--- src/rtl/regfile_mp_pkg.sv ---
// Shared constants for the multi-port register file: default widths,
// the zero word, the parity-bit width and the clear-sweep FSM encoding.
// Optional feature macro: REGFILE_PARITY_EN (adds one parity bit per entry).
package regfile_mp_pkg;

    localparam int RF_DATA_W = 32;
    localparam int RF_ADDR_W = 5;

    localparam logic [RF_DATA_W-1:0] RF_ZERO_WORD = '0;

`ifdef REGFILE_PARITY_EN
    localparam int RF_PAR_W = 1;
`else
    localparam int RF_PAR_W = 0;
`endif

    typedef enum logic {
        RF_IDLE  = 1'b0,
        RF_CLEAR = 1'b1
    } rf_state_e;

endpackage

--- src/rtl/regfile_rd_port.sv ---
// One registered read port: picks array contents or same-cycle write data
// (highest-index matching writer wins), forces reg 0 to zero when hardwired,
// and with REGFILE_PARITY_EN checks the stored parity of the selected entry.
module regfile_rd_port
    import regfile_mp_pkg::*;
#(
    parameter int DATA_W   = RF_DATA_W,
    parameter int ADDR_W   = RF_ADDR_W,
    parameter int N_WR     = 1,
    parameter int ZERO_REG = 1,
    parameter int ENTRY_W  = DATA_W + RF_PAR_W
) (
    input  logic                     clk_i,
    input  logic                     rst_ni,
    input  logic [ADDR_W-1:0]        raddr_i,
    input  logic [ENTRY_W-1:0]       entry_i,
    input  logic [N_WR-1:0]          we_acc_i,
    input  logic [N_WR*ADDR_W-1:0]   waddr_i,
    input  logic [N_WR*DATA_W-1:0]   wdata_i,
`ifdef REGFILE_PARITY_EN
    output logic                     par_err_o,
`endif
    output logic [DATA_W-1:0]        rdata_o
);

    logic [DATA_W-1:0] rdata_d, rdata_q;
`ifdef REGFILE_PARITY_EN
    logic              par_err_d, par_err_q;
`endif

    // Select array contents, bypassed write data or the hardwired zero.
    always_comb begin
        // NOTE: every comb output gets a default first so no path leaves it unassigned (no latch).
        rdata_d = entry_i[DATA_W-1:0];
`ifdef REGFILE_PARITY_EN
        // Stored bit equals XOR of data, so a consistent entry XORs to 0.
        par_err_d = ^entry_i;
`endif
        for (int k = 0; k < N_WR; k++) begin
            if (we_acc_i[k] && (waddr_i[k*ADDR_W +: ADDR_W] == raddr_i)) begin
                rdata_d = wdata_i[k*DATA_W +: DATA_W];
`ifdef REGFILE_PARITY_EN
                par_err_d = 1'b0;
`endif
            end
        end
        if ((ZERO_REG != 0) && (raddr_i == '0)) begin
            rdata_d = DATA_W'(RF_ZERO_WORD);
`ifdef REGFILE_PARITY_EN
            par_err_d = 1'b0;
`endif
        end
    end

    // Output register: one cycle of read latency.
    always_ff @(posedge clk_i or negedge rst_ni) begin
        // NOTE: sequential state uses non-blocking assignments so all flops sample pre-edge values.
        if (!rst_ni) begin
            rdata_q <= '0;
`ifdef REGFILE_PARITY_EN
            par_err_q <= 1'b0;
`endif
        end else begin
            rdata_q <= rdata_d;
`ifdef REGFILE_PARITY_EN
            par_err_q <= par_err_d;
`endif
        end
    end

    assign rdata_o = rdata_q;
`ifdef REGFILE_PARITY_EN
    assign par_err_o = par_err_q;
`endif

endmodule

--- src/rtl/regfile_mp.sv ---
// Parametrised N_RD-read / N_WR-write register file with synchronous reads,
// same-cycle write bypass and a DEPTH-cycle hardware clear sweep (busy_o).
// Optional feature macro: REGFILE_PARITY_EN (per-entry even parity, par_err_o).
module regfile_mp
    import regfile_mp_pkg::*;
#(
    parameter int DATA_W   = RF_DATA_W,
    parameter int ADDR_W   = RF_ADDR_W,
    parameter int N_RD     = 2,
    parameter int N_WR     = 1,
    parameter int ZERO_REG = 1
) (
    input  logic                     clk_i,
    input  logic                     rst_ni,
    input  logic [N_WR-1:0]          we_i,
    input  logic [N_WR*ADDR_W-1:0]   waddr_i,
    input  logic [N_WR*DATA_W-1:0]   wdata_i,
    input  logic [N_RD*ADDR_W-1:0]   raddr_i,
    input  logic                     clr_i,
    output logic                     busy_o,
`ifdef REGFILE_PARITY_EN
    output logic [N_RD-1:0]          par_err_o,
`endif
    output logic [N_RD*DATA_W-1:0]   rdata_o
);

    localparam int DEPTH   = 2**ADDR_W;
    localparam int ENTRY_W = DATA_W + RF_PAR_W;

    rf_state_e          state_q, state_d;
    logic [ADDR_W-1:0]  ptr_q, ptr_d;
    logic [ENTRY_W-1:0] mem_q [DEPTH];
    logic [ENTRY_W-1:0] mem_d [DEPTH];
    logic [N_WR-1:0]    we_acc;

    // Writes land only in IDLE without a clear request, and never on hardwired reg 0.
    always_comb begin
        we_acc = '0;
        for (int k = 0; k < N_WR; k++) begin
            we_acc[k] = we_i[k] && (state_q == RF_IDLE) && !clr_i &&
                        !((ZERO_REG != 0) && (waddr_i[k*ADDR_W +: ADDR_W] == '0));
        end
    end

    // FSM state register and sweep pointer.
    always_ff @(posedge clk_i or negedge rst_ni) begin
        if (!rst_ni) begin
            state_q <= RF_IDLE;
            ptr_q   <= '0;
        end else begin
            state_q <= state_d;
            ptr_q   <= ptr_d;
        end
    end

    // Next state: one entry cleared per cycle, back to IDLE after the last one.
    always_comb begin
        state_d = state_q;
        ptr_d   = ptr_q;
        unique case (state_q)
            RF_IDLE: begin
                if (clr_i) begin
                    state_d = RF_CLEAR;
                    ptr_d   = '0;
                end
            end
            RF_CLEAR: begin
                ptr_d = ptr_q + 1'b1;
                if (ptr_q == ADDR_W'(DEPTH-1)) begin
                    state_d = RF_IDLE;
                    ptr_d   = '0;
                end
            end
            default: state_d = RF_IDLE;
        endcase
    end

    // FSM outputs.
    always_comb begin
        busy_o = (state_q == RF_CLEAR);
    end

    // Array next value: sweep clear, else accepted writes in port order (highest wins).
    always_comb begin
        mem_d = mem_q;
        if (state_q == RF_CLEAR) begin
            mem_d[ptr_q] = '0;
        end else begin
            for (int k = 0; k < N_WR; k++) begin
                if (we_acc[k]) begin
`ifdef REGFILE_PARITY_EN
                    mem_d[waddr_i[k*ADDR_W +: ADDR_W]] =
                        {^wdata_i[k*DATA_W +: DATA_W], wdata_i[k*DATA_W +: DATA_W]};
`else
                    mem_d[waddr_i[k*ADDR_W +: ADDR_W]] = wdata_i[k*DATA_W +: DATA_W];
`endif
                end
            end
        end
    end

    // Storage array.
    always_ff @(posedge clk_i or negedge rst_ni) begin
        // NOTE: the array is reset because reset must leave every entry at zero, like a full clear.
        if (!rst_ni) begin
            for (int i = 0; i < DEPTH; i++) begin
                mem_q[i] <= '0;
            end
        end else begin
            mem_q <= mem_d;
        end
    end

    for (genvar j = 0; j < N_RD; j++) begin : g_rd
        regfile_rd_port #(
            .DATA_W   (DATA_W),
            .ADDR_W   (ADDR_W),
            .N_WR     (N_WR),
            .ZERO_REG (ZERO_REG),
            .ENTRY_W  (ENTRY_W)
        ) u_rd_port (
            .clk_i    (clk_i),
            .rst_ni   (rst_ni),
            .raddr_i  (raddr_i[j*ADDR_W +: ADDR_W]),
            .entry_i  (mem_q[raddr_i[j*ADDR_W +: ADDR_W]]),
            .we_acc_i (we_acc),
            .waddr_i  (waddr_i),
            .wdata_i  (wdata_i),
`ifdef REGFILE_PARITY_EN
            .par_err_o(par_err_o[j]),
`endif
            .rdata_o  (rdata_o[j*DATA_W +: DATA_W])
        );
    end

endmodule

--- config.mk ---
export PLATFORM = sky130hd
export DESIGN_NAME = regfile_mp
export DESIGN_NICKNAME = d
export VERILOG_FILES = /design/src/rtl/regfile_mp_pkg.sv /design/src/rtl/regfile_rd_port.sv /design/src/rtl/regfile_mp.sv
export SDC_FILE = /design/constraint.sdc
export NUM_CORES = 2
export LEC_CHECK = 0
export ABC_AREA = 0
export CAP_MARGIN = 25
export CORE_AREA = 2 2 388 390
export DETAILED_ROUTE_END_ITERATION = 8
export DIE_AREA = 0 0 390 392
export SLEW_MARGIN = 20
export SYNTH_ARGS = -nofsm -noshare
export SYNTH_HDL_FRONTEND = slang
export SYNTH_HIERARCHICAL = 1
export SYNTH_SLANG_ARGS = --single-unit
export TNS_END_PERCENT = 10
--- constraint.sdc ---
create_clock -name clk_i -period 2.1 [get_ports clk_i]
set_input_delay 0.42 -clock clk_i [delete_from_list [all_inputs] [get_ports clk_i]]
set_output_delay 0.42 -clock clk_i [all_outputs]
set_load 0.05 [all_outputs]
# Word-level counts from Yosys, hierarchy flattened
# Cells that the tools add are included.
[classes] mux=23 n_reduce_logical=13 mul=0 n_eq_ne=4 bitwise=7 n_div=0 shifts=0 add_sub_neg=1 n_lt_le_gt_ge=6
[op_table] cell="$mux W1024" count=2
[op_table] cell="$and A1024 B1024 Y1024" count=1
[op_table] cell="$bwmux W1024" count=1
[op_table] cell="$not A1024 Y1024" count=1
[op_table] cell="$bmux W32 S5" count=2
[op_table] cell="$demux W32 S5" count=2
[op_table] cell="$mux W32" count=10
[op_table] cell="$ge A6 B6 Y1 const B" count=4
[op_table] cell="$not A5 Y6" count=4
[op_table] cell="$logic_not A5 Y1" count=3
[op_table] cell="$lt A6 B1 Y1 const B" count=2
[op_table] cell="$eq A5 B5 Y1" count=2
[op_table] cell="$mux W5" count=2
[op_table] cell="$pmux W5 S2" count=1
[op_table] cell="$logic_and A1 B1 Y1" count=7
[op_table] cell="$add A5 B1 Y5 const B" count=1
[op_table] cell="$eq A5 B5 Y1 const B" count=1
[op_table] cell="$logic_not A1 Y1" count=2
[op_table] cell="$mux W1" count=2
[op_table] cell="$ne A2 B2 Y1 const B" count=1
[op_table] cell="$pmux W1 S2" count=1
[op_table] cell="$reduce_bool A2 Y1" count=1
[op_table] cell="$not A1 Y1" count=1
[totals] mem_count=0 mem_bits_rw=0 mem_bits_ro=0 ff_bits=1094 elab_cells=90 latchBits=0

# Longest topological paths before layout
[depth] word_depth=8 mapped_depth=10 mapped_depth_nobuf=7

# By module
# Netlist, hierarchy kept.
[by_module_without_submodules] mod="regfile_mp" area_per_inst_um2=56275.2 seq_area_each_um2=25774.7 n_inst=1 cells_per_inst=5865
[by_module_without_submodules] mod="regfile_rd_port" area_per_inst_um2=1441.4 seq_area_each_um2=800.8 n_inst=2 cells_per_inst=155

# Least setup slack after synthesis
# Ideal clock, no wire load.
[synth_timing] path_type="register to register" start="register state_q, in the netlist busy_o" end="register g_rd[0].u_rd_port.rdata_q[10]" slack_ns=-0.036 required_time_ns=1.973 stages_incl_launch_ff=9 setup_time_ns=0.127 n_path_buf=3 arrival_time_ns=2.009 path_cell_list="dfrtp_1 -> buf_6 -> nor2_1 -> o311a_1 -> and2_1 -> clkbuf_1 -> and2_1 -> buf_2 -> o21ai_0"
[synth_via] elab_chain_len=7
[synth_lines] item="from (decl)" line="regfile_mp.sv:30" rtl="rf_state_e state_q, state_d;"
[synth_lines] item="from (signal assigned)" line="regfile_mp.sv:51" rtl="state_q <= state_d;"
[synth_lines] item="$not A1 Y1"
[synth_lines] item="$logic_and A1 B1 Y1 (3 in a row)" line="regfile_mp.sv:40" rtl="we_acc[k] = we_i[k] && (state_q == RF_IDLE) && !clr_i &&"
[synth_lines] item="named net we_acc" line="regfile_mp.sv:34" rtl="logic [N_WR-1:0] we_acc;"
[synth_lines] item="$logic_and A1 B1 Y1" line="regfile_rd_port.sv:40" rtl="if (we_acc_i[k] && (waddr_i[k*ADDR_W +: ADDR_W] == raddr_i)) begin"
[synth_lines] item="$mux W32" line="regfile_rd_port.sv:40"
[synth_lines] item="$mux W32" line="regfile_rd_port.sv:47" rtl="if ((ZERO_REG != 0) && (raddr_i == '0)) begin"
[synth_lines] item="named net g_rd[0].u_rd_port.rdata_d[10]" line="regfile_rd_port.sv:26" rtl="logic [DATA_W-1:0] rdata_d, rdata_q;"
[synth_lines] item="to (signal assigned)" line="regfile_rd_port.sv:64" rtl="rdata_q <= rdata_d;"
[synth_lines] item="to (decl)" line="regfile_rd_port.sv:26"
# The timed path passes the listed nets, and every way through them passes these cells.
# A chain may end at the register's enable or synchronous reset.

# Final worst setup path
[layout_timing] start="register g_rd[1].u_rd_port.rdata_q[0]" end="output rdata_o[32]"
[layout_rtl] item="from (decl)" line="regfile_rd_port.sv:26"
[layout_rtl] item="from (signal assigned)" line="regfile_rd_port.sv:64"
[layout_rtl] item="to (decl)" line="regfile_mp.sv:24" rtl="output logic [N_RD*DATA_W-1:0] rdata_o"
# No word-level cell between the ends.

==> results.cfg <==
[worst_setup_path]
arrival_ps = 1670
crit-reg2reg-capture = mem_q[541]$_DFFE_PN0P_
crit_slowest_cell = dfrtp_1
crit_type = reg -> out
r2r_start = busy_o$_DFF_PN0_
rr_worst_depth = 5
cp_cell_sequence = buf_2
worstSetupEndpointType = output port
cp_top_family = flip-flops
regToRegSetupSlack_ps = 30
cp_max_fo = 1
setup.worst_path.start_class = flip-flop
required_ps = 1680
startpoint = g_rd[1].u_rd_port/rdata_o[0]$_DFF_PN0_
path_buf_inv = 1
cpPeakStageDelay_ps = 570
worst-path-stages = 1

[flow_run]
maxCapViolCount = 0

[layout]
nets = 6509
antenna_cells = 0
final_cells = 8495
area_growth_pct = 22.4
drive_above_1_share_pct = 15.6

[synthesis]
synth-edff-count = 0
ys_seq_area_share_pct = 46.3
synthArstFlopShare_pct = 100
synth_warnings = 6
ys.flop_type = dfrtp_1
netlist_instances = 6175
ys_seq_elements = 1094
netlist_area_um2 = 59200
yosysUniqueCellTypes = 40
synth.avg_cell_area_um2 = 9.58
syn_nets = 6231

[die]
die_w_um = 390
core_um2 = 149000
dieArea_um2 = 153000
io_pins = 116
fp-row-count = 142
die_y_um = 392
start_util_pct = 39.7

[sta]
worst_pin_slew_ps = 633
drv_slew = 0
finalSetupViolations = 0
hold_violations = 0
rsz0062_at_grt = true
timing.final.crit_share_pct = 99.6
timing.hold.ws_ps = 126
maxSlewHeadroom_pct = 57.5
fmax_mhz = 478
setup_tns_ps = 0
min_period_ps = 2090
fin_skew_ps = 39.7

[routing]
vias_per_cell = 6.25
drtAntennaViolNets = 0
routedWlPerCell_um = 28.0
via_count = 53100
dr.pass1.iters = 8
drt_wl_total_um = 238000
drcViolationCount = 0
drt_iter0_markers = 6065

[pwr]
finalPower_uw = 66200
power.density_nw_per_um2 = 914
ir_drop_uv = 745
power_leakage_uw = 0.0344

[global_routing]
grt_use_met1_pct = 43.1
grtUsageMet2_pct = 44.7
grt_usage_pct = 30.6
busiest_layer = met2
antenna_found_initial = 3
grtUsageMet3_pct = 7.54
grt_max_degree = 67
grt_overflow = 0
grt_pass1_wl_um = 352000
grt_pass1_vias = 51900

[min_path]
min_path_type = in -> async

[clock_network]
cts_buffers = 117
htreeDepth = 3
clk-insertion-delay-late_ps = 780
cts_tree = yes
clkSinkCount = 1094
post-cts-setup-buffers = 0
cts_root_buffer = clkbuf_16
clockBufferDepth = 3
clkTransAtPathRegs_ps = 70

[placement]
port_buffers = 115
gp_congestion = 0.946
dpl.hpwl_um = 155000
dp.cells = 8277

[outcome]
status = finished clean
## per-stage QoR
stage	area, µm²	worst slack (ps)	util [%]
3_5_place_dp	68100	-858	45.7
2_1_floorplan	59200	81.8	-
4_1_cts	72300	1.31	48.6
6_report	72400	8.62	48.6
3_3_place_gp	68100	-875	45.7
5_1_grt	72400	-5.12	48.6
## cells in the final DEF, fill, tap and decap left out, drive strengths merged, types with 25 or more instances in the layout
cell type,n
a21oi,208
a22o,609
a22oi,192
a31oi,64
and2,38
buf,698
clkbuf,150
clkdlybuf4s15,26
clkdlybuf4s50,45
clkinv,25
dfrtp,1094
mux2i,1024
nand2,1315
nand3,353
nand4,68
nor2,42
nor3,69
o21ai,420
## worst max path at each step
stage / to
CTS: rdata_o[62]
finish: rdata_o[32]
floorplan: g_rd[0].u_rd_port/rdata_o[10]$_DFF_PN0_
global placement: g_rd[0].u_rd_port/rdata_o[18]$_DFF_PN0_
global route: mem_q[537]$_DFFE_PN0P_
detailed placement: g_rd[0].u_rd_port/rdata_o[18]$_DFF_PN0_
## cell usage after synthesis, types with 3 or more instances
library cell     n  area share [%]
a21oi_1        205             1.7
a21oi_2          3           0.044
a22o_1         609             9.0
a22oi_1        192             2.4
a31oi_1         64            0.68
and2_1          38            0.40
buf_1           34            0.22
buf_2          262             2.2
buf_4            5           0.063
buf_6            8            0.15
clkbuf_1       316             2.0
clkbuf_2         4           0.034
dfrtp_1       1094              46
ha_1             5            0.11
mux2i_1       1024              17
nand2_1       1315             8.3
nand2b_1         8           0.085
nand3_1        353             3.0
nand4_1         68            0.72
nor2_1          18            0.11
nor2_2          13            0.14
nor2_4          11            0.21
nor2b_1          6           0.063
nor3_1          68            0.58
o21ai_0        400             3.4
o21ai_1         20            0.17
or2_1            3           0.032
xnor2_1          3           0.044
xor2_1           9            0.13
## routing by layer
metal / vias up / routed length [µm] / share of wire (%)
li1: 22700 / - / -
met1: 26400 / 99600 / 42
met2: 3255 / 101000 / 42
met3: 696 / 26900 / 11
met4: 6 / 10800 / 4.5
met5: - / 42 / 0.018
## logic make-up (layout without fill, tap and decap cells)
| kind of cell | count (synthesis) | in the layout | share of synthesized area, % |
|---|---|---|---|
| flip-flops | 1094 | 1094 | 46.3 |
| AND/OR/NAND/NOR | 1915 | 1915 | 13.9 |
| adder cells (fa/ha/maj) | 5 | 5 | 0.106 |
| buffers and inverters | 631 | 1007 | 4.70 |
| AO/OA/AOI/OAI | 1494 | 1494 | 17.5 |
| XOR/XNOR | 12 | 12 | 0.178 |
| multiplexers | 1024 | 1024 | 17.3 |
## layout make-up
class                   count  area [µm²]
repair buffers            788        8910
clock inverters            67         942
inverters                   2        7.51
well taps                1944        2430
flip-flops and latches   1094       27400
multi-input cells        4450       29400
clock buffers             150        3300
fillers                 13500       76500
## timing repair
item                                   4_1_cts  5_1_grt
hold buffers                                 1        0
endpoints found under the hold margin      314        0
setup endpoints to repair                  164      185
resized for setup                          136       21
## report_power, final
group	internal, µW	switching [µW]
clock network	13500	9510
registers	24600	2950
logic	5920	9720
total	44000	22200
## sequential cells by signal, summed over array words and instances, names as in the netlist
signal and count:
ptr_q 5, busy_o 1, mem_q 1024, g_rd.u_rd_port/rdata_o 64
Note: power is estimated with default switching activity, not from simulation.
